$ cat src/rtl/uart_tx_cfg.sv
// Configurable UART transmitter: data width, baud divisor, parity and stop-bit count.
// Define UART_TX_FIFO_EN to place a FIFO_DEPTH-entry write queue ahead of the serialiser.
module uart_tx_cfg #(
    parameter int DATA_BITS    = 8,
    parameter int CLKS_PER_BIT = 1,
    parameter int PARITY       = 0,
    parameter int STOP_BITS    = 1,
    parameter int FIFO_DEPTH   = 4
) (
    input  logic                 clk,
    input  logic                 rst,
    input  logic [DATA_BITS-1:0] data,
    input  logic                 write_en,
    output logic                 rdy,
    output logic                 tx,
    output logic                 busy
);
    localparam int BIT_W  = $clog2(DATA_BITS);
    localparam int BAUD_W = (CLKS_PER_BIT > 1) ? $clog2(CLKS_PER_BIT) : 1;

    typedef enum logic [2:0] {IDLE, START, DATA, PARITY_BIT, STOP} state_t;

    state_t               state_reg;
    logic [BAUD_W-1:0]    baud_reg;
    logic [BIT_W-1:0]     bit_reg;
    logic                 stop_reg;
    logic [DATA_BITS-1:0] shift_reg;
    logic                 parity_reg;
    logic                 tx_reg;
    logic                 busy_reg;

    logic                 baud_wrap;
    logic                 last_stop;
    logic                 take_ok;
    logic                 word_avail;
    logic                 load;
    logic [DATA_BITS-1:0] word_in;
    logic                 parity_next;

    assign baud_wrap   = (baud_reg == BAUD_W'(CLKS_PER_BIT - 1));
    assign last_stop   = (state_reg == STOP) && baud_wrap && (stop_reg == 1'(STOP_BITS - 1));
    assign take_ok     = (state_reg == IDLE) || last_stop;
    assign load        = take_ok && word_avail;
    assign parity_next = (PARITY == 2) ? ^word_in : ~^word_in;

`ifdef UART_TX_FIFO_EN
    localparam int PTR_W = $clog2(FIFO_DEPTH);

    logic [DATA_BITS-1:0] fifo_mem [FIFO_DEPTH];
    logic [PTR_W:0]       wr_ptr_reg;
    logic [PTR_W:0]       rd_ptr_reg;
    logic                 fifo_empty;
    logic                 fifo_full;
    logic                 push;
    logic                 pop;

    assign fifo_empty = (wr_ptr_reg == rd_ptr_reg);
    assign fifo_full  = (wr_ptr_reg[PTR_W] != rd_ptr_reg[PTR_W]) &&
                        (wr_ptr_reg[PTR_W-1:0] == rd_ptr_reg[PTR_W-1:0]);
    // An empty queue is bypassed so a lone write starts a frame as fast as without the FIFO.
    assign word_avail = !fifo_empty || write_en;
    assign word_in    = fifo_empty ? data : fifo_mem[rd_ptr_reg[PTR_W-1:0]];
    assign pop        = take_ok && !fifo_empty;
    assign push       = write_en && !fifo_full && !(fifo_empty && take_ok);
    assign rdy        = !fifo_full;

    always_ff @(posedge clk) begin
        if (push) begin
            fifo_mem[wr_ptr_reg[PTR_W-1:0]] <= data;
        end
    end

    always_ff @(posedge clk) begin
        if (rst) begin
            wr_ptr_reg <= '0;
            rd_ptr_reg <= '0;
        end else begin
            if (push) begin
                wr_ptr_reg <= wr_ptr_reg + 1'b1;
            end
            if (pop) begin
                rd_ptr_reg <= rd_ptr_reg + 1'b1;
            end
        end
    end
`else
    logic rdy_reg;

    assign word_avail = write_en && rdy_reg;
    assign word_in    = data;
    assign rdy        = rdy_reg;

    always_ff @(posedge clk) begin
        if (rst) begin
            rdy_reg <= 1'b1;
        end else if (load) begin
            rdy_reg <= 1'b0;
        end else if (last_stop) begin
            rdy_reg <= 1'b1;
        end
    end
`endif

    always_ff @(posedge clk) begin
        if (rst) begin
            state_reg  <= IDLE;
            baud_reg   <= '0;
            bit_reg    <= '0;
            stop_reg   <= 1'b0;
            shift_reg  <= '0;
            parity_reg <= 1'b0;
            tx_reg     <= 1'b1;
            busy_reg   <= 1'b0;
        end else if (state_reg == IDLE) begin
            tx_reg <= 1'b1;
            if (load) begin
                state_reg  <= START;
                baud_reg   <= '0;
                stop_reg   <= 1'b0;
                shift_reg  <= word_in;
                parity_reg <= parity_next;
                tx_reg     <= 1'b0;
                busy_reg   <= 1'b1;
            end
        end else begin
            baud_reg <= baud_wrap ? '0 : baud_reg + 1'b1;
            if (baud_wrap) begin
                case (state_reg)
                    START: begin
                        state_reg <= DATA;
                        bit_reg   <= '0;
                        tx_reg    <= shift_reg[0];
                    end
                    DATA: begin
                        if (bit_reg == BIT_W'(DATA_BITS - 1)) begin
                            if (PARITY != 0) begin
                                state_reg <= PARITY_BIT;
                                tx_reg    <= parity_reg;
                            end else begin
                                state_reg <= STOP;
                                stop_reg  <= 1'b0;
                                tx_reg    <= 1'b1;
                            end
                        end else begin
                            bit_reg   <= bit_reg + 1'b1;
                            shift_reg <= shift_reg >> 1;
                            tx_reg    <= shift_reg[1];
                        end
                    end
                    PARITY_BIT: begin
                        state_reg <= STOP;
                        stop_reg  <= 1'b0;
                        tx_reg    <= 1'b1;
                    end
                    STOP: begin
                        if (stop_reg == 1'(STOP_BITS - 1)) begin
                            // A pending word goes straight into its start bit with no idle gap.
                            if (load) begin
                                state_reg  <= START;
                                stop_reg   <= 1'b0;
                                shift_reg  <= word_in;
                                parity_reg <= parity_next;
                                tx_reg     <= 1'b0;
                            end else begin
                                state_reg <= IDLE;
                                busy_reg  <= 1'b0;
                            end
                        end else begin
                            stop_reg <= 1'b1;
                        end
                    end
                    default: begin
                        state_reg <= IDLE;
                    end
                endcase
            end
        end
    end

    assign tx   = tx_reg;
    assign busy = busy_reg;

endmodule

$ cat config.mk
export PLATFORM = sky130hd
export DESIGN_NAME = uart_tx_cfg
export DESIGN_NICKNAME = d
export VERILOG_FILES = /design/src/rtl/uart_tx_cfg.sv
export SDC_FILE = /design/constraint.sdc
export NUM_CORES = 1
export LEC_CHECK = 0
export BUFFER_PORTS_ARGS = -buffer_cell sky130_fd_sc_hd__buf_2
export CORE_MARGIN = 1
export CORE_UTILIZATION = 31
export CTS_CLUSTER_SIZE = 12
export DETAILED_ROUTE_END_ITERATION = 12
export PLACE_DENSITY = 0.6
export SYNTH_ARGS = -nofsm -noshare
export SYNTH_HDL_FRONTEND = slang
export SYNTH_SLANG_ARGS = --single-unit
$ cat constraint.sdc
create_clock -name clk -period 2.9 [get_ports clk]
set_input_delay 0.58 -clock clk [delete_from_list [all_inputs] [get_ports clk]]
set_output_delay 0.58 -clock clk [all_outputs]
set_load 0.005 [all_outputs]
Word-level counts from Yosys, hierarchy flattened
Index checks and enable logic that the tools add are counted.
{"block": "classes", "muxes": 37, "mul": 0, "bitwise_logic": 3, "n_reduce_logical": 18, "order_cmp": 0, "div": 0, "n_addsub": 2, "n_shift": 0, "eq_ne": 14}
{"cell": "$mux 8", "count": 5}
{"cell": "$mux 1", "count": 21}
{"cell": "$reduce_and 4->1", "count": 5}
{"cell": "$mux 3", "count": 6}
{"cell": "$pmux 8 s2", "count": 1}
{"cell": "$pmux 3 s4", "count": 1}
{"cell": "$eq 3x2->1 const B", "count": 2}
{"cell": "$eq 3x3->1 const B", "count": 2}
{"cell": "$ne 2x1->1 const B", "count": 3}
{"cell": "$ne 3x2->1 const B", "count": 2}
{"cell": "$ne 3x3->1 const B", "count": 2}
{"cell": "$pmux 3 s2", "count": 1}
{"cell": "$reduce_bool 2->1", "count": 3}
{"cell": "$reduce_and 5->1", "count": 1}
{"cell": "$reduce_bool 5->1", "count": 1}
{"cell": "$logic_and 1x1->1", "count": 4}
{"cell": "$ne 2x2->1 const B", "count": 2}
{"cell": "$pmux 1 s4", "count": 1}
{"cell": "$reduce_bool 4->1", "count": 1}
{"cell": "$add 3x1->3 const B", "count": 1}
{"cell": "$eq 3x1->1 const B", "count": 1}
{"cell": "$logic_not 3->1", "count": 1}
{"cell": "$not 1->1", "count": 3}
{"cell": "$pmux 1 s3", "count": 1}
{"cell": "other kinds (3)", "count": 3}
{"block": "totals", "memories": 0, "ff_bits": 19, "elab_cells": 82, "romBits": 0, "input_bits": 11, "ramBits": 0, "output_inout_bits": 3, "latch_bits": 0}

Longest topological paths before layout
{"block": "logic_depth", "ltp_word": 10, "depth_mapped": 5, "ltp_nobuf": 5}

Worst setup path after synthesis
Ideal clock, no wire load.
{"block": "synth_timing", "path_kind": "reg2reg", "from": "reg bit_reg[0]", "to": "reg tx_reg (netlist: tx)", "slack_ns": 1.329, "period_less_slack_ns": 1.571, "t_required_ns": 2.775, "n_path_buf": 0, "setup_time_ns": 0.125, "t_arrival_ns": 1.446, "stages_incl_launch_ff": 6, "path_cell_list": "dfxtp_1 -> ha_1 -> ha_1 -> or4b_4 -> nor2_1 -> o21ai_1"}
{"block": "synth_between", "elab_chain_cells": 5}
{"element": "start: declaration", "line_no": "25", "source": "logic [BIT_W-1:0] bit_reg;"}
{"element": "start signal: assignment", "line_no": "145", "source": "bit_reg <= bit_reg + 1'b1;"}
{"element": "$eq 3x3->1", "line_no": "135", "source": "if (bit_reg == BIT_W'(DATA_BITS - 1)) begin"}
{"element": "$mux 1", "line_no": "135"}
{"element": "$pmux 1 s4", "line_no": "128", "source": "case (state_reg)"}
{"element": "$mux 1", "line_no": "127", "source": "if (baud_wrap) begin"}
{"element": "$mux 1", "line_no": "114", "source": "end else if (state_reg == IDLE) begin"}
{"element": "end signal: assignment", "line_no": "132", "source": "tx_reg <= shift_reg[0];"}
{"element": "end signal: assignment", "line_no": "138", "source": "tx_reg <= parity_reg;"}
{"element": "end signal: assignment", "line_no": "147", "source": "tx_reg <= shift_reg[1];"}
{"element": "end: declaration", "line_no": "29", "source": "logic tx_reg;"}
No other way between the ends. The select of a mux whose other input is x is not followed.
A chain may end at the register's enable or synchronous reset.

Worst setup path after layout
Ends and elaborated chain as after synthesis.

==> metrics <==
Slew HR=0.6798; overall routing resource usage=0.1325; max reg flops=8; crit share post-route=0.5763; Syn Nets=97; CTS tree=done; Top Ports=14; Final nets=~110; initial DRC count=12; Yosys warning count=0; Final Hold Viols=0; Least-Margin Pin Slew=about 480 ps; wire per inst=13.25 µm; Tmin final=1671 ps; IR Drop Worst-Case VDD=between 200 and 300 µV; Via density=approximately 5.5; number of port buffers=13; most frequent cells in the layout=dfxtp_1 (17), buf_2 (13), a21oi_1 (10); remaining antenna violation count=0; Die Y=roughly 53 µm; final setup fails=0; post-synthesis register bit count=17; Critical Path Fanout Max=6; first-pass GRT wire length=2.753 mm; HPWL after detailed placement=1.150 mm; Buf+Inv Stages, Crit Path=0; commonest non-fill, non-tap cell in the layout=dfxtp_1; vias in the first global route=619; Avg Inst Size Synth=9.473 µm²; leak pwr=0.0003405 µW; Critical-path top delay cell=or4b_4; ant diodes=0; Max Fclk=~0.6 GHz; RSZ-0062 raised after global routing=no; CTS Hold Bufs=0; sequential-to-total area share from yosys stat=0.4277; routed wire length=1.630 mm; critical path's top delay family=simple AND/OR/NAND/NOR gates; post-synth cell types=32; clock buffer depth=2; Root Buffer=clkbuf_4; outcome=completed; gr ovfl total=0; DRT Pass-1 Iters=4; Synth-to-Final Area Change=10.69%; max-cap violation count=0; DRC=0; number of antenna violations at the first check in global routing=0; GP Congestion=0.6959; Post-Route Setup TNS=0 ps; pwr dens=565.7 mW/mm²; fin cells=123; ratio of cells with drive above 1 in the final layout=0.2105; Worst Skew=~6.8 ps; CP startpoint kind=flip-flop; number of post-CTS setup repair buffers=0; Crit path top cell by count=ha_1; worst path required time=3070 ps; Post-Syn Area=795.8 µm²; die width=52.67 µm; max incr delay on CP=530 ps; Die ar.=0.002774 mm²; TritonCTS Buffers=3; Starting Density=0.3432; Site Rows=17; cell count after synthesis=84; # fillers=238; crit path capture type=flip-flop; via count=673; CTS clock-pin slew for the worst setup and hold paths=90 ps; post-CTS sizing=0; Crit Path Category=flip-flop to flip-flop; Hold Path Class=flip-flop to flip-flop; largest net degree at the start of global routing=13; core box area=0.002318 mm²; Final Max Tran Viols=0; Critical Path, Cell by Cell=ha_1, ha_1, or4b_4, nor2_1, o21ai_1; critical path data arrival time=~1800 ps; CTS H-Tree Depth=1; Clock Latency Late Sink=~280 ps; clk sinks=17; post-layout util=0.3799; Post-Place Cells=around 120
cell usage after synthesis:
| cell type | n | share of area |
|---|---|---|
| nand2_1 | 4 | 0.019 |
| nand2b_1 | 2 | 0.016 |
| o311ai_0 | 1 | 0.011 |
| o2bb2ai_1 | 2 | 0.022 |
| a21oi_1 | 10 | 0.063 |
| dfxtp_1 | 17 | 0.43 |
| o22ai_1 | 6 | 0.047 |
| o21a_1 | 2 | 0.019 |
| or4b_4 | 1 | 0.017 |
| ha_1 | 2 | 0.031 |
| clkbuf_1 | 3 | 0.014 |
| nor2_2 | 1 | 0.0079 |
| a211oi_1 | 2 | 0.019 |
| or3b_1 | 1 | 0.011 |
| nor2b_1 | 1 | 0.0079 |
| buf_6 | 2 | 0.028 |
| o21ai_0 | 2 | 0.013 |
| nand4bb_1 | 1 | 0.014 |
| nor4b_1 | 1 | 0.011 |
| nand3_1 | 1 | 0.0063 |
| o21bai_1 | 1 | 0.0094 |
| o21ai_1 | 1 | 0.0063 |
| o31ai_1 | 6 | 0.057 |
| nor4b_4 | 1 | 0.030 |
| clkinv_1 | 1 | 0.0047 |
| nor2_1 | 6 | 0.028 |
| a211o_1 | 1 | 0.011 |
| nor3_1 | 1 | 0.0063 |
| nor4_1 | 1 | 0.0079 |
| and4bb_2 | 1 | 0.016 |
| nor3b_1 | 1 | 0.0094 |
| buf_4 | 1 | 0.0094 |
kinds of logic after synthesis:
kind of cell | after synthesis | synth area share
compound gates | 34 | 0.2767
simple gates | 24 | 0.2075
flops | 17 | 0.4277
buf+inv | 7 | 0.05660
fa+ha+maj | 2 | 0.03144
cell type report:
type | count | area [µm²] | share of cell area
repair buffers | 13 | 65.06 | 0.07386
inverters | 1 | 3.754 | 0.004261
clock buffers | 4 | 26.28 | 0.02983
multi-input cells | 60 | 410.4 | 0.4659
well taps | 28 | 35.03 | 0.03977
flip-flops and latches | 17 | 340.3 | 0.3864
per-layer routing:
metal,routed length [µm],vias to the layer above,share of wire,global-route usage
li1,-,342,-,-
met2,718,15,0.44,0.2025
met3,71,2,0.044,0.02029
met4,14,0,0.0086,0.06579
met1,825,314,0.51,0.1779
met5,0,-,0,0
worst paths after layout:
check	cells after the start	from	slack, ps	end
max reg2reg	5	bit_reg[0]	1230	tx
min reg2reg	2	bit_reg[1]	460	bit_reg[1]
min	2	bit_reg[1]	460	bit_reg[1]
max	5	bit_reg[0]	1230	tx
power by group:
part           total [µW]  leakage, µW  internal (µW)  switching, µW
sequential            278     0.000140            258           19.7
combinational        94.8     0.000186           45.1           49.7
clock                 126    0.0000150           53.3           72.3
total                 498     0.000340            357            142
metrics by stage:
step / total power, µW / worst slack, ps / hold slack [ps] / cell area (µm²)
after floorplan: 355.4 / 1329 / 433.1 / 795.8
after detailed placement: 377.4 / 1235 / 450.6 / 854.6
final: 498.3 / 1229 / 457.0 / 880.8
after global placement: 375.1 / 1273 / 445.2 / 854.6
after global routing: 526.6 / 1075 / 496.4 / 880.8
after CTS: 502.3 / 1215 / 462.4 / 880.8
tightest hold or removal path, cell delays in order (launching register included):
cell and delay, ps:
dfxtp_1 320, nand2_1 50, o2bb2ai_1 50
No activity file was read; power rests on OpenSTA's default activity.
